<file path="src/rtl/mem_arbiter_if.sv">
// Requester and memory-side signal bundle for mem_arbiter.
// master = arbiter side, slave = requesters plus memory.
interface mem_arbiter_if #(
    parameter int unsigned AW = 32,
    parameter int unsigned DW = 32
);
    logic          ifu_valid;
    logic [AW-1:0] ifu_addr;
    logic          ifu_ready;
    logic          ifu_rvalid;
    logic [DW-1:0] ifu_rdata;

    logic          lsu_valid;
    logic [AW-1:0] lsu_addr;
    logic          lsu_wen;
    logic [DW-1:0] lsu_wdata;
    logic [2:0]    lsu_memop;
    logic          lsu_ready;
    logic          lsu_rvalid;
    logic [DW-1:0] lsu_rdata;

    logic          mem_req_valid;
    logic          mem_req_ready;
    logic [AW-1:0] mem_addr;
    logic          mem_wen;
    logic [DW-1:0] mem_wdata;
    logic [2:0]    mem_memop;
    logic          mem_resp_valid;
    logic [DW-1:0] mem_resp_data;
    logic          err;

    modport master (
        input  ifu_valid, ifu_addr,
        output ifu_ready, ifu_rvalid, ifu_rdata,
        input  lsu_valid, lsu_addr, lsu_wen, lsu_wdata, lsu_memop,
        output lsu_ready, lsu_rvalid, lsu_rdata,
        output mem_req_valid, mem_addr, mem_wen, mem_wdata, mem_memop,
        input  mem_req_ready, mem_resp_valid, mem_resp_data,
        output err
    );

    modport slave (
        output ifu_valid, ifu_addr,
        input  ifu_ready, ifu_rvalid, ifu_rdata,
        output lsu_valid, lsu_addr, lsu_wen, lsu_wdata, lsu_memop,
        input  lsu_ready, lsu_rvalid, lsu_rdata,
        input  mem_req_valid, mem_addr, mem_wen, mem_wdata, mem_memop,
        output mem_req_ready, mem_resp_valid, mem_resp_data,
        input  err
    );
endinterface

</file>
<file path="src/rtl/mem_arbiter.sv">
// Shares one memory port between IFU and LSU: one transaction in flight,
// fixed LSU-first priority, response timeout forcing an error reply.
module mem_arbiter #(
    parameter int unsigned AW      = 32,
    parameter int unsigned DW      = 32,
    parameter int unsigned TIMEOUT = 255
) (
    input  logic          clk,
    input  logic          rst,
    mem_arbiter_if.master bus
);
    localparam int unsigned CW         = 16;
    localparam logic [CW-1:0] CNT_LAST = CW'(TIMEOUT - 1);
    localparam logic [2:0] MEMOP_WORD  = 3'b010;

    typedef enum logic [1:0] {IDLE, REQ, RESP} state_t;

    state_t        state;
    logic          owner;  // 1 = LSU, 0 = IFU
    logic [CW-1:0] cnt;
    logic [AW-1:0] addr_q;
    logic          wen_q;
    logic [DW-1:0] wdata_q;
    logic [2:0]    memop_q;
    logic          ifu_rvalid_q;
    logic          lsu_rvalid_q;
    logic          err_q;
    logic [DW-1:0] ifu_rdata_q;
    logic [DW-1:0] lsu_rdata_q;
    logic          grant_lsu;
    logic          grant_ifu;

    // Grants are combinational so ready pulses in the accepting IDLE cycle
    assign grant_lsu = !rst && (state == IDLE) && bus.lsu_valid;
    assign grant_ifu = !rst && (state == IDLE) && !bus.lsu_valid && bus.ifu_valid;

    assign bus.ifu_ready     = grant_ifu;
    assign bus.lsu_ready     = grant_lsu;
    assign bus.mem_req_valid = (state == REQ);
    assign bus.mem_addr      = addr_q;
    assign bus.mem_wen       = wen_q;
    assign bus.mem_wdata     = wdata_q;
    assign bus.mem_memop     = memop_q;
    assign bus.ifu_rvalid    = ifu_rvalid_q;
    assign bus.ifu_rdata     = ifu_rdata_q;
    assign bus.lsu_rvalid    = lsu_rvalid_q;
    assign bus.lsu_rdata     = lsu_rdata_q;
    assign bus.err           = err_q;

    always_ff @(posedge clk) begin
        if (rst) begin
            state        <= IDLE;
            owner        <= 1'b0;
            cnt          <= '0;
            addr_q       <= '0;
            wen_q        <= 1'b0;
            wdata_q      <= '0;
            memop_q      <= '0;
            ifu_rvalid_q <= 1'b0;
            lsu_rvalid_q <= 1'b0;
            err_q        <= 1'b0;
            ifu_rdata_q  <= '0;
            lsu_rdata_q  <= '0;
        end else begin
            ifu_rvalid_q <= 1'b0;
            lsu_rvalid_q <= 1'b0;
            err_q        <= 1'b0;
            case (state)
                IDLE: begin
                    if (grant_lsu) begin
                        owner   <= 1'b1;
                        addr_q  <= bus.lsu_addr;
                        wen_q   <= bus.lsu_wen;
                        wdata_q <= bus.lsu_wdata;
                        memop_q <= bus.lsu_memop;
                        state   <= REQ;
                    end else if (grant_ifu) begin
                        owner   <= 1'b0;
                        addr_q  <= bus.ifu_addr;
                        wen_q   <= 1'b0;
                        wdata_q <= '0;
                        memop_q <= MEMOP_WORD;
                        state   <= REQ;
                    end
                end
                REQ: begin
                    if (bus.mem_req_ready) begin
                        cnt   <= '0;
                        state <= RESP;
                    end
                end
                RESP: begin
                    cnt <= cnt + CW'(1);
                    // A real response beats a timeout landing on the same cycle
                    if (bus.mem_resp_valid) begin
                        if (owner) begin
                            lsu_rvalid_q <= 1'b1;
                            lsu_rdata_q  <= bus.mem_resp_data;
                        end else begin
                            ifu_rvalid_q <= 1'b1;
                            ifu_rdata_q  <= bus.mem_resp_data;
                        end
                        state <= IDLE;
                    end else if (cnt == CNT_LAST) begin
                        if (owner) begin
                            lsu_rvalid_q <= 1'b1;
                            lsu_rdata_q  <= '0;
                        end else begin
                            ifu_rvalid_q <= 1'b1;
                            ifu_rdata_q  <= '0;
                        end
                        err_q <= 1'b1;
                        state <= IDLE;
                    end
                end
                default: state <= IDLE;
            endcase
        end
    end
endmodule

</file>
<file path="src/flat_wrapper.sv">
// flat-port wrapper written by rule: the top's interface ports become plain ports
module mem_arbiter_flat 
#(
    parameter int unsigned AW      = 32,
    parameter int unsigned DW      = 32,
    parameter int unsigned TIMEOUT = 255
)
  (clk, rst, bus_ifu_valid, bus_ifu_addr, bus_ifu_ready, bus_ifu_rvalid, bus_ifu_rdata, bus_lsu_valid, bus_lsu_addr, bus_lsu_wen, bus_lsu_wdata, bus_lsu_memop, bus_lsu_ready, bus_lsu_rvalid, bus_lsu_rdata, bus_mem_req_valid, bus_mem_addr, bus_mem_wen, bus_mem_wdata, bus_mem_memop, bus_mem_req_ready, bus_mem_resp_valid, bus_mem_resp_data, bus_err);
  mem_arbiter_if #(.AW(AW), .DW(DW)) bus_i ();
  input  logic clk;
  input  logic rst;
  input wire logic [$bits(bus_i.ifu_valid)-1:0] bus_ifu_valid;
  input wire logic [$bits(bus_i.ifu_addr)-1:0] bus_ifu_addr;
  output wire logic [$bits(bus_i.ifu_ready)-1:0] bus_ifu_ready;
  output wire logic [$bits(bus_i.ifu_rvalid)-1:0] bus_ifu_rvalid;
  output wire logic [$bits(bus_i.ifu_rdata)-1:0] bus_ifu_rdata;
  input wire logic [$bits(bus_i.lsu_valid)-1:0] bus_lsu_valid;
  input wire logic [$bits(bus_i.lsu_addr)-1:0] bus_lsu_addr;
  input wire logic [$bits(bus_i.lsu_wen)-1:0] bus_lsu_wen;
  input wire logic [$bits(bus_i.lsu_wdata)-1:0] bus_lsu_wdata;
  input wire logic [$bits(bus_i.lsu_memop)-1:0] bus_lsu_memop;
  output wire logic [$bits(bus_i.lsu_ready)-1:0] bus_lsu_ready;
  output wire logic [$bits(bus_i.lsu_rvalid)-1:0] bus_lsu_rvalid;
  output wire logic [$bits(bus_i.lsu_rdata)-1:0] bus_lsu_rdata;
  output wire logic [$bits(bus_i.mem_req_valid)-1:0] bus_mem_req_valid;
  output wire logic [$bits(bus_i.mem_addr)-1:0] bus_mem_addr;
  output wire logic [$bits(bus_i.mem_wen)-1:0] bus_mem_wen;
  output wire logic [$bits(bus_i.mem_wdata)-1:0] bus_mem_wdata;
  output wire logic [$bits(bus_i.mem_memop)-1:0] bus_mem_memop;
  input wire logic [$bits(bus_i.mem_req_ready)-1:0] bus_mem_req_ready;
  input wire logic [$bits(bus_i.mem_resp_valid)-1:0] bus_mem_resp_valid;
  input wire logic [$bits(bus_i.mem_resp_data)-1:0] bus_mem_resp_data;
  output wire logic [$bits(bus_i.err)-1:0] bus_err;
  assign bus_i.ifu_valid = bus_ifu_valid;
  assign bus_i.ifu_addr = bus_ifu_addr;
  assign bus_ifu_ready = bus_i.ifu_ready;
  assign bus_ifu_rvalid = bus_i.ifu_rvalid;
  assign bus_ifu_rdata = bus_i.ifu_rdata;
  assign bus_i.lsu_valid = bus_lsu_valid;
  assign bus_i.lsu_addr = bus_lsu_addr;
  assign bus_i.lsu_wen = bus_lsu_wen;
  assign bus_i.lsu_wdata = bus_lsu_wdata;
  assign bus_i.lsu_memop = bus_lsu_memop;
  assign bus_lsu_ready = bus_i.lsu_ready;
  assign bus_lsu_rvalid = bus_i.lsu_rvalid;
  assign bus_lsu_rdata = bus_i.lsu_rdata;
  assign bus_mem_req_valid = bus_i.mem_req_valid;
  assign bus_mem_addr = bus_i.mem_addr;
  assign bus_mem_wen = bus_i.mem_wen;
  assign bus_mem_wdata = bus_i.mem_wdata;
  assign bus_mem_memop = bus_i.mem_memop;
  assign bus_i.mem_req_ready = bus_mem_req_ready;
  assign bus_i.mem_resp_valid = bus_mem_resp_valid;
  assign bus_i.mem_resp_data = bus_mem_resp_data;
  assign bus_err = bus_i.err;
  mem_arbiter #(.AW(AW), .DW(DW), .TIMEOUT(TIMEOUT)) u_core (.clk(clk), .rst(rst), .bus(bus_i));
endmodule
</file>
<file path="config.mk">
export PLATFORM = sky130hd
export DESIGN_NAME = mem_arbiter_flat
export DESIGN_NICKNAME = d
export VERILOG_FILES = /design/src/rtl/mem_arbiter_if.sv /design/src/rtl/mem_arbiter.sv /design/src/flat_wrapper.sv
export SDC_FILE = /design/constraint.sdc
export NUM_CORES = 1
export LEC_CHECK = 0
export CORE_ASPECT_RATIO = 0.6
export CORE_MARGIN = 5
export CORE_UTILIZATION = 43
export DETAILED_ROUTE_END_ITERATION = 16
export PLACE_DENSITY = 0.82
export SYNTH_ARGS = -nofsm -noshare
export SYNTH_HDL_FRONTEND = slang
export SYNTH_SLANG_ARGS = --single-unit
export TNS_END_PERCENT = 20
</file>
<file path="constraint.sdc">
create_clock -name clk -period 3.3 [get_ports clk]
set_input_delay 0.495 -clock clk [delete_from_list [all_inputs] [get_ports clk]]
set_output_delay 0.495 -clock clk [all_outputs]
set_load 0.02 [all_outputs]
</file>
# After elaboration in Yosys (flattened, before gate mapping)
# Index checks and enable logic that the tools add are counted.
dict set report word_totals {
  reg_bits 154
  output_inout_bits 138
  elab_cells 70
  input_bits 138
}
dict set report classes {
  n_bitwise 2
  n_addsub 1
  n_mux 32
  eq_ne 6
  reduce_logical 17
}
# cell n
set ops {}
lappend ops {{2-to-1 mux 32 bit} 12}
lappend ops {{one-hot mux 16 bit (2 select lines)} 1}
lappend ops {{adder 16 x 1 -> 16 bit, second input constant} 1}
lappend ops {{== test 16 x 8 -> 1 bit, second input constant} 1}
lappend ops {{2-to-1 mux 16 bit} 1}
lappend ops {{2-to-1 mux 1 bit} 10}
lappend ops {{2-to-1 mux 2 bit} 5}
lappend ops {{AND reduction 3 bit} 3}
lappend ops {{2-to-1 mux 3 bit} 2}
lappend ops {{one-hot mux 2 bit (3 select lines)} 1}
lappend ops {{nonzero test 2 bit} 3}
lappend ops {{logical AND 1 bit} 4}
lappend ops {{AND reduction 2 bit} 2}
lappend ops {{!= test 3 x 2 -> 1 bit, second input constant} 1}
lappend ops {{!= test 3 bit, second input constant} 1}
lappend ops {{OR reduction 3 bit} 1}
lappend ops {{== test 2 x 1 -> 1 bit, second input constant} 1}
lappend ops {{== test 2 bit, second input constant} 1}
lappend ops {{logical NOT 1 bit} 2}
lappend ops {{logical NOT 2 bit} 1}
lappend ops {{!= test 2 x 1 -> 1 bit, second input constant} 1}
lappend ops {{inverter 1 bit} 2}
lappend ops {{OR reduction 2 bit} 1}

# Longest topological paths before layout
# Gate-level depths: netlist (run 1).
dict set report depth {
  word_depth 7
  mapped_depth 8
}

# Worst setup path after synthesis (run 1)
# OpenSTA, ideal clock, no wires.
dict set report synth_timing {
  path_type {input-to-output}
  startpoint {input rst}
  endpoint {output bus_ifu_ready}
  stages 5
  required_ns 2.805
  path_slack_ns 1.240
  arrival_ns 1.565
  path_cell_list {buf_2 -> nor4b_2 -> buf_4 -> buf_6 -> nor2b_1}
}
dict set report synth_between {
  elab_chain_len 4
}
# item line
set synth_rtl {}
lappend synth_rtl {{start: declaration} flat_wrapper.sv:11} ;# input logic rst;
lappend synth_rtl {{logical NOT 1 bit} mem_arbiter.sv:35} ;# assign grant_ifu = !rst && (state == IDLE) && !bus.lsu_valid && bus.ifu_valid;
lappend synth_rtl {{logical AND 1 bit (3 in a row)} mem_arbiter.sv:35}
lappend synth_rtl {{end: declaration} flat_wrapper.sv:14} ;# output wire logic [$bits(bus_i.ifu_ready)-1:0] bus_ifu_ready;
# Every way passes these cells.

# Worst setup path after layout (run 1)
dict set report layout_timing {
  startpoint {register u_core.state[0]}
  endpoint {output bus_lsu_ready}
}
dict set report layout_between {
  elab_chain_len 3
}
# item line
set layout_rtl {}
lappend layout_rtl {{start: declaration} mem_arbiter.sv:18} ;# state_t state;
lappend layout_rtl {{start signal: assignment} mem_arbiter.sv:52} ;# state <= IDLE;
lappend layout_rtl {{start signal: assignment} mem_arbiter.sv:76} ;# state <= REQ;
lappend layout_rtl {{start signal: assignment} mem_arbiter.sv:83} ;# state <= REQ;
lappend layout_rtl {{logical NOT 2 bit} mem_arbiter.sv:34} ;# assign grant_lsu = !rst && (state == IDLE) && bus.lsu_valid;
lappend layout_rtl {{logical AND 1 bit (2 in a row)} mem_arbiter.sv:34}
lappend layout_rtl {{end: declaration} flat_wrapper.sv:22} ;# output wire logic [$bits(bus_i.lsu_ready)-1:0] bus_lsu_ready;
# Every way passes these cells.

==> results of run 1 <==
## sequential cells by signal (all words and copies together) (netlist names)
name                   count
u_core.bus.err             1
u_core.bus.mem_wen         1
u_core.bus.mem_addr       32
u_core.bus.ifu_rdata      32
u_core.bus.lsu_rvalid      1
u_core.bus.ifu_rvalid      1
u_core.bus.mem_memop       3
u_core.bus.mem_wdata      32
u_core.bus.lsu_rdata      32
u_core.state               2
u_core.cnt                16
u_core.owner               1
## cell usage after synthesis (2+ instances only)
master	count	area (µm²)
or3_1	2	12.5
nand2b_1	4	25.0
a21oi_1	9	45.0
o211ai_1	4	30.0
nor2b_1	2	12.5
o41ai_1	3	26.3
nand2_1	41	154
a211oi_1	33	248
a22oi_1	35	263
mux2i_1	32	320
ha_1	2	25.0
buf_2	19	95.1
nor3_1	6	30.0
buf_1	2	7.51
clkbuf_1	35	131
o31ai_1	2	15.0
and3_1	4	25.0
and4_1	2	17.5
o21ai_0	6	30.0
buf_4	8	60.1
nor2_1	81	304
nand3_1	8	40.0
dfxtp_1	154	3080
a31oi_1	65	407
inv_1	3	11.3
a311oi_1	68	596
buf_6	5	56.3
nand4_1	3	18.8
## layer usage
metal | vias up | part of all wire (%)
met1 | 2856 | 45
li1 | 3004 | -
met3 | 8 | 9.3
met4 | 0 | 0.38
met5 | - | 0
met2 | 197 | 46
## area by class of cell
| class | count | area (µm²) |
|---|---|---|
| Fill cell | 1135 | 4810 |
| Sequential cell | 154 | 3080 |
| Timing Repair Buffer | 288 | 2840 |
| Multi-Input combinational cell | 428 | 2800 |
| Clock buffer | 17 | 425 |
| Tap cell | 198 | 248 |
| Clock inverter | 14 | 115 |
| Inverter | 4 | 15.0 |
## through the flow
step / worst slack (ns) / area (µm²)
5_1_grt: 0.595 / 9530
6_report: 0.691 / 9530
4_1_cts: 0.668 / 9530
2_1_floorplan: 1.24 / 6230
3_3_place_gp: 0.745 / 8990
3_5_place_dp: 0.633 / 8990
## cell families (layout without fill, tap and decap cells)
family / after synthesis / count (layout) / share of synthesized area [%]
multiplexers: 32 / 32 / 5.14
AO/OA/AOI/OAI: 229 / 229 / 27.1
AND/OR/NAND/NOR: 165 / 165 / 12.0
buffers and inverters: 73 / 323 / 5.86
flip-flops: 154 / 154 / 49.5
adder cells (fa/ha/maj): 2 / 2 / 0.401
## layout by cell type (no fill, tap or decap), types with 2 or more instances in the layout
cell type / n
clkdlybuf4s50_1: 273
dfxtp_1: 154
nor2_1: 81
a311oi_1: 68
a31oi_1: 65
nand2_1: 40
a22oi_1: 35
a211oi_1: 33
mux2i_1: 32
clkbuf_16: 17
buf_4: 14
a21oi_1: 9
nand3_1: 8
nor3_1: 6
o21ai_0: 6
and3_1: 4
o211ai_1: 4
clkinvlp_4: 4
inv_6: 4
inv_1: 3
nand4_1: 3
nand2b_1: 3
o41ai_1: 3
nor2b_1: 2
and4_1: 2
or3_1: 2
o31ai_1: 2
ha_1: 2
inv_8: 2
clkinv_4: 2
clkinv_2: 2
## worst min-delay path: stages
cell	delay, ns
buf_2	0.10
nand2b_2	0.14
o22ai_1	0.07
## worst paths after layout
kind | end | start
max | bus_lsu_ready | u_core.state[0]
min | u_core.state[1] | bus_mem_resp_valid
max reg2reg | u_core.bus.mem_memop[0] | u_core.state[1]
min reg2reg | u_core.cnt[15] | u_core.cnt[15]
## power breakdown
part	leakage (nW)	internal (mW)	switching, mW	total (mW)
Sequential	1.25	1.93	0.0432	1.97
Clock	0.256	0.976	0.805	1.78
Combinational	1.68	0.349	0.346	0.695
Total	3.19	3.25	1.19	4.45
==> summary.md, run 1 <==
| Metric | Value |
|---|---|
| Row count | `34` |
| CP top delay family | `buffers and inverters` |
| RePlAce Congestion | `0.862` |
| Gr usage total | `21.8%` |
| Fin. Hold Viols | `0` |
| CP Class | `register to primary output` |
| Non-filler cells, final | `1103` |
| Leak | `3.19 nW` |
| PwrDens | `467 mW/mm²` |
| # Post-CTS Setup Buffers | `0` |
| Crit path time final | `2.61 ns` |
| 1st-iter DRT viols | `489` |
| Worst-Skew Late Latency | `0.41 ns` |
| Final HPWL DP | `13700 µm` |
| CP Capture Type | `primary output` |
| Cells after Synth | `655` |
| GRT Max-Usage Layer | `met2` |
| Grt met1 use | `29.1%` |
| Syn nets | `795` |
| Hold_ws | `0.443 ns` |
| Synthesized area per cell | `9.52 µm²` |
| TritonRoute pass-1 iters | `5` |
| DRC | `0` |
| Final core occ | `66.5%` |
| Setup_tns | `0 ns` |
| TritonCTS clock tree | `done` |
| Worst slew pin tran | `0.896 ns` |
| Placed Instances | `1072` |
| Synth warn | `0` |
| Crit-path slowest cell | `clkdlybuf4s50_1` |
| Chip width | `165 µm` |
| Area Overhead vs Synth | `52.9%` |
| Total CTS buffers | `17` |
| Vias | `6065` |
| Final Slew Violations | `0` |
| FFs w/ async S/R, synth | `0%` |
| Arr. time, crit path | `2.11 ns` |
| Hold path cells | `3` |
| Global-route wire length before repair | `30000 µm` |
| Clock slew at reported path FFs | `0.06 ns` |
| Layout cells sized above 1 | `6.08%` |
| Largest net degree at the start of global routing | `98` |
| Register area share after synthesis | `49.5%` |
| Antenna Cells | `0` |
| Post-synth top flop | `dfxtp_1` |
| Post-cts sizing count | `0` |
| Clock sink count | `154` |
| Peak VDD IR | `330 µV` |
| Req. time, crit path | `2.80 ns` |
| Final setup viols | `0` |
| Die H | `103 µm` |
| Routing usage on met2 | `34.2%` |
| Routed Antenna Nets | `0` |
| Worst Path Buf+Inv | `2` |
| Via count of the first global-routing pass | `5793` |
| Core area | `0.0143 mm²` |
| Slew headroom | `40.2%` |
| Final wirelength | `19300 µm` |
| Worst path depth | `4` |
| Vias/cell | `5.50` |
| Reg2reg setup slack | `1.10 ns` |
| CP max stage delay | `0.70 ns` |
| HP Class | `input pin to register` |
| Total Power | `4.45 mW` |
| I/O pin count | `276` |
| R2R depth | `6` |
| CP startpoint kind | `register` |
| Routed len/inst | `17.5 µm` |
| RSZ-0062 raised after global routing | `no` |
| M3 GR Usage | `8.44%` |
| Root Buffer | `clkbuf_16` |
| Number of synthesized flops with an enable pin | `0` |
| FMAX | `0.383 GHz` |
| Mapped Area | `0.00623 mm²` |
| Seq cells post-synth | `154` |
| CTS Hold Bufs | `0` |
| Antenna violations before repair | `0` |
| Critical path, cell by cell | `nor3_1, nand2_2, inv_2, clkdlybuf4s50_1` |
| Post-Route Skew | `0.0115 ns` |
| # port buffers | `275` |
| Max FO, Critical Path | `15` |
| Crit share post-route | `79.1%` |
| Cell variety after synth | `45` |
| Status | `complete, no violations` |
| Grt total ovfl | `0` |
| Maxcap violations | `0` |
| CTS max path bufs | `2` |
| Die area | `0.0171 mm²` |
| # H-tree levels | `4` |
| Initial Utilization | `43.5%` |
| Final #Nets | `1033` |
Power figures use the tool's default switching activity.
==> run 2: changes to the inputs <==
--- a/config.mk
+++ b/config.mk
@@ -7,9 +7,9 @@
 export LEC_CHECK = 0
 export CORE_ASPECT_RATIO = 0.6
 export CORE_MARGIN = 5
-export CORE_UTILIZATION = 43
+export CORE_UTILIZATION = 38
 export DETAILED_ROUTE_END_ITERATION = 16
-export PLACE_DENSITY = 0.82
+export PLACE_DENSITY = 0.77
 export SYNTH_ARGS = -nofsm -noshare
 export SYNTH_HDL_FRONTEND = slang
 export SYNTH_SLANG_ARGS = --single-unit
==> constraint.sdc (replaced) <==
create_clock -name clk -period 2.4 [get_ports clk]
set_input_delay 0.36 -clock clk [delete_from_list [all_inputs] [get_ports clk]]
set_output_delay 0.36 -clock clk [all_outputs]
set_load 0.02 [all_outputs]
==> run 2 against run 1 <==
Against the previous run:
- total power increased by 45%
- core utilization decreased by 6.5 points
- global-route usage decreased by 2.0 points
- via count increased by 0.21%
- clock power increased by 57%
- cell area increased by 1.8%
- clock skew increased by 0.0014 ns
- worst setup slack got worse by 0.53 ns
- sequential cell count unchanged
- sequential share of layout area decreased by 0.58 points
- non-clock buffer count increased by 3
- combinational power increased by 40%
- critical endpoint is now bus_ifu_ready
- highest routed layer unchanged
==> summary.md, run 2 (synthesis gave the netlist of run 1 again) <==
| Metric | Value |
|---|---|
| Status | `complete, no violations` |
| Final setup viols | `0` |
| Final HPWL DP | `13800 µm` |
| TritonCTS clock tree | `done` |
| Leak | `3.29 nW` |
| Area Overhead vs Synth | `55.7%` |
| Post-layout instance area | `0.00970 mm²` |
| Vias | `6078` |
| Root Buffer | `clkbuf_16` |
| Peak VDD IR | `444 µV` |
| Worst slew pin tran | `0.653 ns` |
| Vias/cell | `5.44` |
| Die area | `0.0191 mm²` |
| Die H | `109 µm` |
| Worst-Skew Late Latency | `0.41 ns` |
| Final wirelength | `19600 µm` |
| Initial Utilization | `38.5%` |
| RSZ-0062 raised after global routing | `no` |
| Antenna violations before repair | `0` |
| 1st-iter DRT viols | `533` |
| Placed Instances | `1086` |
| P_int | `4.76 mW` |
| Antenna Cells | `0` |
| HP Class | `register to register` |
| Largest net degree at the start of global routing | `98` |
| Via count of the first global-routing pass | `5893` |
| Chip width | `175 µm` |
| Non-filler cells, final | `1118` |
| Arr. time, crit path | `1.88 ns` |
| Maxcap violations | `0` |
| # port buffers | `275` |
| Total CTS buffers | `17` |
| Post-cts sizing count | `0` |
| CTS max path bufs | `2` |
| TritonRoute pass-1 iters | `5` |
| Clock slew at reported path FFs | `0.07 ns` |
| I/O pin count | `276` |
| Crit path time final | `2.24 ns` |
| Most frequent cells in the layout | `clkdlybuf4s50_1 (272), dfxtp_1 (154), nor2_1 (81), a311oi_1 (68), a31oi_1 (65)` |
| Comb power frac | `15.0%` |
| Setup_tns | `0 ns` |
| Crit share post-route | `93.2%` |
| Gr usage total | `19.8%` |
| Max FO, Critical Path | `7` |
| Switch Pwr | `1.71 mW` |
| Req. time, crit path | `2.04 ns` |
| Sw Ratio | `26.4%` |
| Final Slew Violations | `0` |
| Placed cell areas | `0.00909 mm²` |
| # H-tree levels | `4` |
| CP max stage delay | `0.61 ns` |
| CTS Hold Bufs | `0` |
| Critical path, cell by cell | `nor4b_4, nor2b_1, clkdlybuf4s50_1` |
| Slew headroom | `56.5%` |
| Grt total ovfl | `0` |
| Reg2reg setup slack | `0.45 ns` |
| Routed Antenna Nets | `0` |
| Post-Route Skew | `0.0129 ns` |
| Row count | `36` |
| PwrDens | `666 mW/mm²` |
| Core area | `0.0162 mm²` |
| Crit-path slowest cell | `clkdlybuf4s50_1` |
| CP top delay family | `buffers and inverters` |
| Layout cells sized above 1 | `6.49%` |
| DRC | `0` |
| Clock sink count | `154` |
| # Post-CTS Setup Buffers | `0` |
| FMAX | `0.447 GHz` |
| CP startpoint kind | `register` |
| CP Capture Type | `primary output` |
| Final #Nets | `1036` |
| Worst Path Buf+Inv | `1` |
| Clk pwr share | `43.1%` |
| Fin. Hold Viols | `0` |
| Most common cell after layout, fill and taps aside | `clkdlybuf4s50_1` |
| Global-route wire length before repair | `31100 µm` |
| Routed len/inst | `17.5 µm` |
| Sequential power share | `41.9%` |
| RePlAce Congestion | `0.759` |
| CP Class | `register to primary output` |
## run 2: changes by cell type in the layout (fill, tap and decap cells not counted)
cell             change
buf_12               +5
buf_4                -2
bufinv_16            +2
clkbuf_8             +1
clkdlybuf4s50_1      -1
clkinv_2             -2
clkinvlp_4           -4
dlymetal6s2s_1       +1
inv_6                +2
inv_8                +2
## run 2: stage by stage
| stage | hold WS (ns) | worst slack [ns] | total power, mW | utilization (%) |
|---|---|---|---|---|
| 2_1_floorplan | 0.434 | 0.610 | 3.22 | - |
| 3_3_place_gp | 0.475 | 0.196 | 3.73 | 56.2 |
| 3_5_place_dp | 0.483 | 0.154 | 3.74 | 56.2 |
| 4_1_cts | 0.492 | 0.0609 | 6.54 | 60.0 |
| 5_1_grt | 0.519 | 0.0254 | 6.75 | 60.0 |
| 6_report | 0.483 | 0.163 | 6.47 | 60.0 |
## run 2: final timing paths
check | from | to | depth (start not counted)
worst max-delay path | u_core.state[1] | bus_ifu_ready | 3
worst min-delay path | u_core.cnt[7] | u_core.cnt[7] | 2
worst max register to register | u_core.cnt[0] | u_core.bus.lsu_rdata[30] | 7
worst min register to register | u_core.cnt[7] | u_core.cnt[7] | 2
## run 2: layout make-up
type | instances | area (µm²)
fill | 1355 | 6470
sequential | 154 | 3080
timing repair buffer | 291 | 2930
multi-input combinational | 428 | 2800
clock buffer | 18 | 439
tap | 209 | 262
clock inverter | 14 | 175
inverter | 4 | 15.0
## run 2: per-layer routing
metal,global-route usage [%],routed length [µm]
met3,8.70,1950
met2,29.2,8350
met4,4.09,180
met1,26.9,9070
met5,0,0
## run 2: power by group through the flow
stage,Clock [mW],Sequential (mW),Combinational [mW]
6_report,2.79,2.71,0.972
5_1_grt,2.98,2.72,1.04
4_1_cts,2.86,2.71,0.976
3_5_place_dp,0,2.76,0.971
3_3_place_gp,0,2.76,0.966
2_1_floorplan,0,2.87,0.354
## run 2: worst reg2reg max path: stages (launching register included)
cell      delay [ns]
dfxtp_1         0.36
inv_1           0.07
ha_1            0.13
nor4b_1         0.28
nand4_1         0.20
nand2b_2        0.35
buf_4           0.31
a311oi_1        0.12
==> run 3: changes to the inputs <==
--- a/config.mk
+++ b/config.mk
@@ -7,9 +7,10 @@
 export LEC_CHECK = 0
 export CORE_ASPECT_RATIO = 0.6
 export CORE_MARGIN = 5
-export CORE_UTILIZATION = 38
+export CORE_UTILIZATION = 43
 export DETAILED_ROUTE_END_ITERATION = 16
-export PLACE_DENSITY = 0.77
+export DONT_BUFFER_PORTS = 1
+export REMOVE_ABC_BUFFERS = 1
 export SYNTH_ARGS = -nofsm -noshare
 export SYNTH_HDL_FRONTEND = slang
 export SYNTH_SLANG_ARGS = --single-unit
==> run 3 against run 2 <==
Against the previous run:
- non-clock buffer count down 280
- global-route usage down 1.0 points
- clock skew up 0.0048 ns
==> summary.md, run 3 (synthesis gave the netlist of run 1 again) <==
| Metric | Value |
|---|---|
| RePlAce Congestion | `0.800` |
| Non-filler cells, final | `827` |
| Worst slew pin tran | `0.909 ns` |
| Most common cell after layout, fill and taps aside | `dfxtp_1` |
| Req. time, crit path | `2.73 ns` |
| Core area | `0.0143 mm²` |
| Total Power | `5.67 mW` |
| Final Slew Violations | `0` |
| Grt total ovfl | `0` |
| Vias/cell | `6.22` |
| # H-tree levels | `4` |
| Area Overhead vs Synth | `9.03%` |
| CP startpoint kind | `register` |
| Gr usage total | `18.8%` |
| Reg-to-Reg End | `u_core.bus.mem_wdata[7]` |
| Row count | `34` |
| Slew headroom | `39.3%` |
| Routed Antenna Nets | `0` |
| Routed len/inst | `20.9 µm` |
| Largest net degree at the start of global routing | `155` |
| Layout cells sized above 1 | `7.95%` |
| Maxcap violations | `0` |
| Critical path, cell by cell | `nor3_1, nand2_2, inv_2, nor2_2, buf_4, a22oi_1, nor2_1` |
| HP Class | `input pin to register` |
| FILL cells | `1312` |
| # port buffers | `0` |
| Most frequent cells in the layout | `dfxtp_1 (154), nor2_1 (81), a311oi_1 (68), a31oi_1 (65), nand2_1 (40)` |
| Reg2reg setup slack | `0.33 ns` |
| Clock sink count | `154` |
| Worst-Skew Late Latency | `0.41 ns` |
| Final setup viols | `0` |
| Antenna Cells | `0` |
| Initial Utilization | `43.5%` |
| Antenna violations before repair | `0` |
| Crit-path slowest cell | `nor2_2` |
| Leak | `2.17 nW` |
| Post-Route Skew | `0.0177 ns` |
| Crit share post-route | `86.3%` |
| CTS max path bufs | `2` |
| Final #Nets | `756` |
| 1st-iter DRT viols | `384` |
| PwrDens | `835 mW/mm²` |
| Global-route wire length before repair | `25800 µm` |
| RSZ-0062 raised after global routing | `no` |
| Total CTS buffers | `17` |
| Worst reg2reg path startpoint | `u_core.state[0]` |
| Hold Path End | `u_core.bus.mem_wdata[3]` |
| Post-cts sizing count | `0` |
| CP max stage delay | `0.70 ns` |
| Clock slew at reported path FFs | `0.07 ns` |
| PnR worst setup slack | `0.330 ns` |
| Via count of the first global-routing pass | `4957` |
| CP Capture Type | `register` |
| Final HPWL DP | `11700 µm` |
| FMAX | `0.483 GHz` |
| Peak VDD IR | `464 µV` |
| Fin. Hold Viols | `0` |
| Chip width | `165 µm` |
| Final wirelength | `17300 µm` |
| Die H | `103 µm` |
| Hold Path Origin | `rst` |
| CTS Hold Bufs | `0` |
| Crit path time final | `2.07 ns` |
| Placed Instances | `795` |
| Max FO, Critical Path | `18` |
| Setup slack at placement | `0.334 ns` |
| DRC | `0` |
| CP Class | `register to register` |
| Status | `complete, no violations` |
| # Post-CTS Setup Buffers | `0` |
| R2R depth | `7` |
| I/O pin count | `276` |
| Vias | `5146` |
| Arr. time, crit path | `2.40 ns` |
| TritonCTS clock tree | `done` |
| Root Buffer | `clkbuf_16` |
| TritonRoute pass-1 iters | `5` |
| Die area | `0.0171 mm²` |
| Hold path cells | `1` |
==> run 3: cell types whose count changed in the layout (fill, tap and decap cells not counted), sizes merged <==
cell,change
clkdlybuf4s50,-272
bufinv,-2
buf,-7
clkinvlp,+4
dlymetal6s2s,-1
inv,-3
clkbuf,+1
==> run 3: area by class of cell <==
type                            count  area (µm²)  share of cell area, %
Timing Repair Buffer               11         108                   1.58
Clock buffer                       19         433                   6.37
Inverter                            4        15.0                  0.221
Multi-Input combinational cell    428        2800                   41.2
Sequential cell                   154        3080                   45.4
Clock inverter                     13         110                   1.62
Tap cell                          198         248                   3.65
==> run 3: how the worst max path moves through the flow <==
stage | startpoint | endpoint | slack, ns
floorplan | u_core.state[1] | u_core.bus.mem_memop[0] | -2.03
global placement | u_core.cnt[1] | u_core.bus.lsu_rdata[15] | 0.46
detailed placement | u_core.state[1] | u_core.bus.mem_wdata[29] | 0.33
CTS | u_core.state[0] | u_core.bus.mem_wdata[29] | 0.32
global route | u_core.state[0] | u_core.bus.mem_wdata[7] | 0.16
finish | u_core.state[0] | u_core.bus.mem_wdata[7] | 0.33
==> run 3: power breakdown <==
group	internal [mW]	total (mW)	switching, mW
registers	2.65	2.84	0.186
logic	0.141	0.353	0.211
clock network	1.35	2.48	1.13
total	4.15	5.67	1.53
==> run 3: worst max-delay path: cells and delay by family, from the launching register on <==
kind / cells / cell delay, ns
simple gates: 4 / 1.01
flops: 1 / 0.48
compound gates: 1 / 0.10
buf+inv: 2 / 0.39
==> run 3: metrics by stage <==
step	setup TNS (ns)	util [%]	instance area [µm²]	hold slack (ns)
after detailed placement	0	43.6	6250	0.450
after CTS	0	47.4	6800	0.0126
after floorplan	-119.70	-	5880	0.429
final	0	47.4	6800	0.0307
after global routing	0	47.4	6800	0.00934
after global placement	0	43.6	6250	0.444
==> run 3: per-layer routing <==
metal / wire length (µm) / track usage [%] / vias up / share of wire, %
met5: 0 / 0 / - / 0
met4: 216 / 6.15 / 0 / 1.2
met3: 1820 / 6.57 / 14 / 11
met2: 8180 / 30.8 / 246 / 47
met1: 7090 / 23.4 / 2440 / 41
li1: - / - / 2446 / -
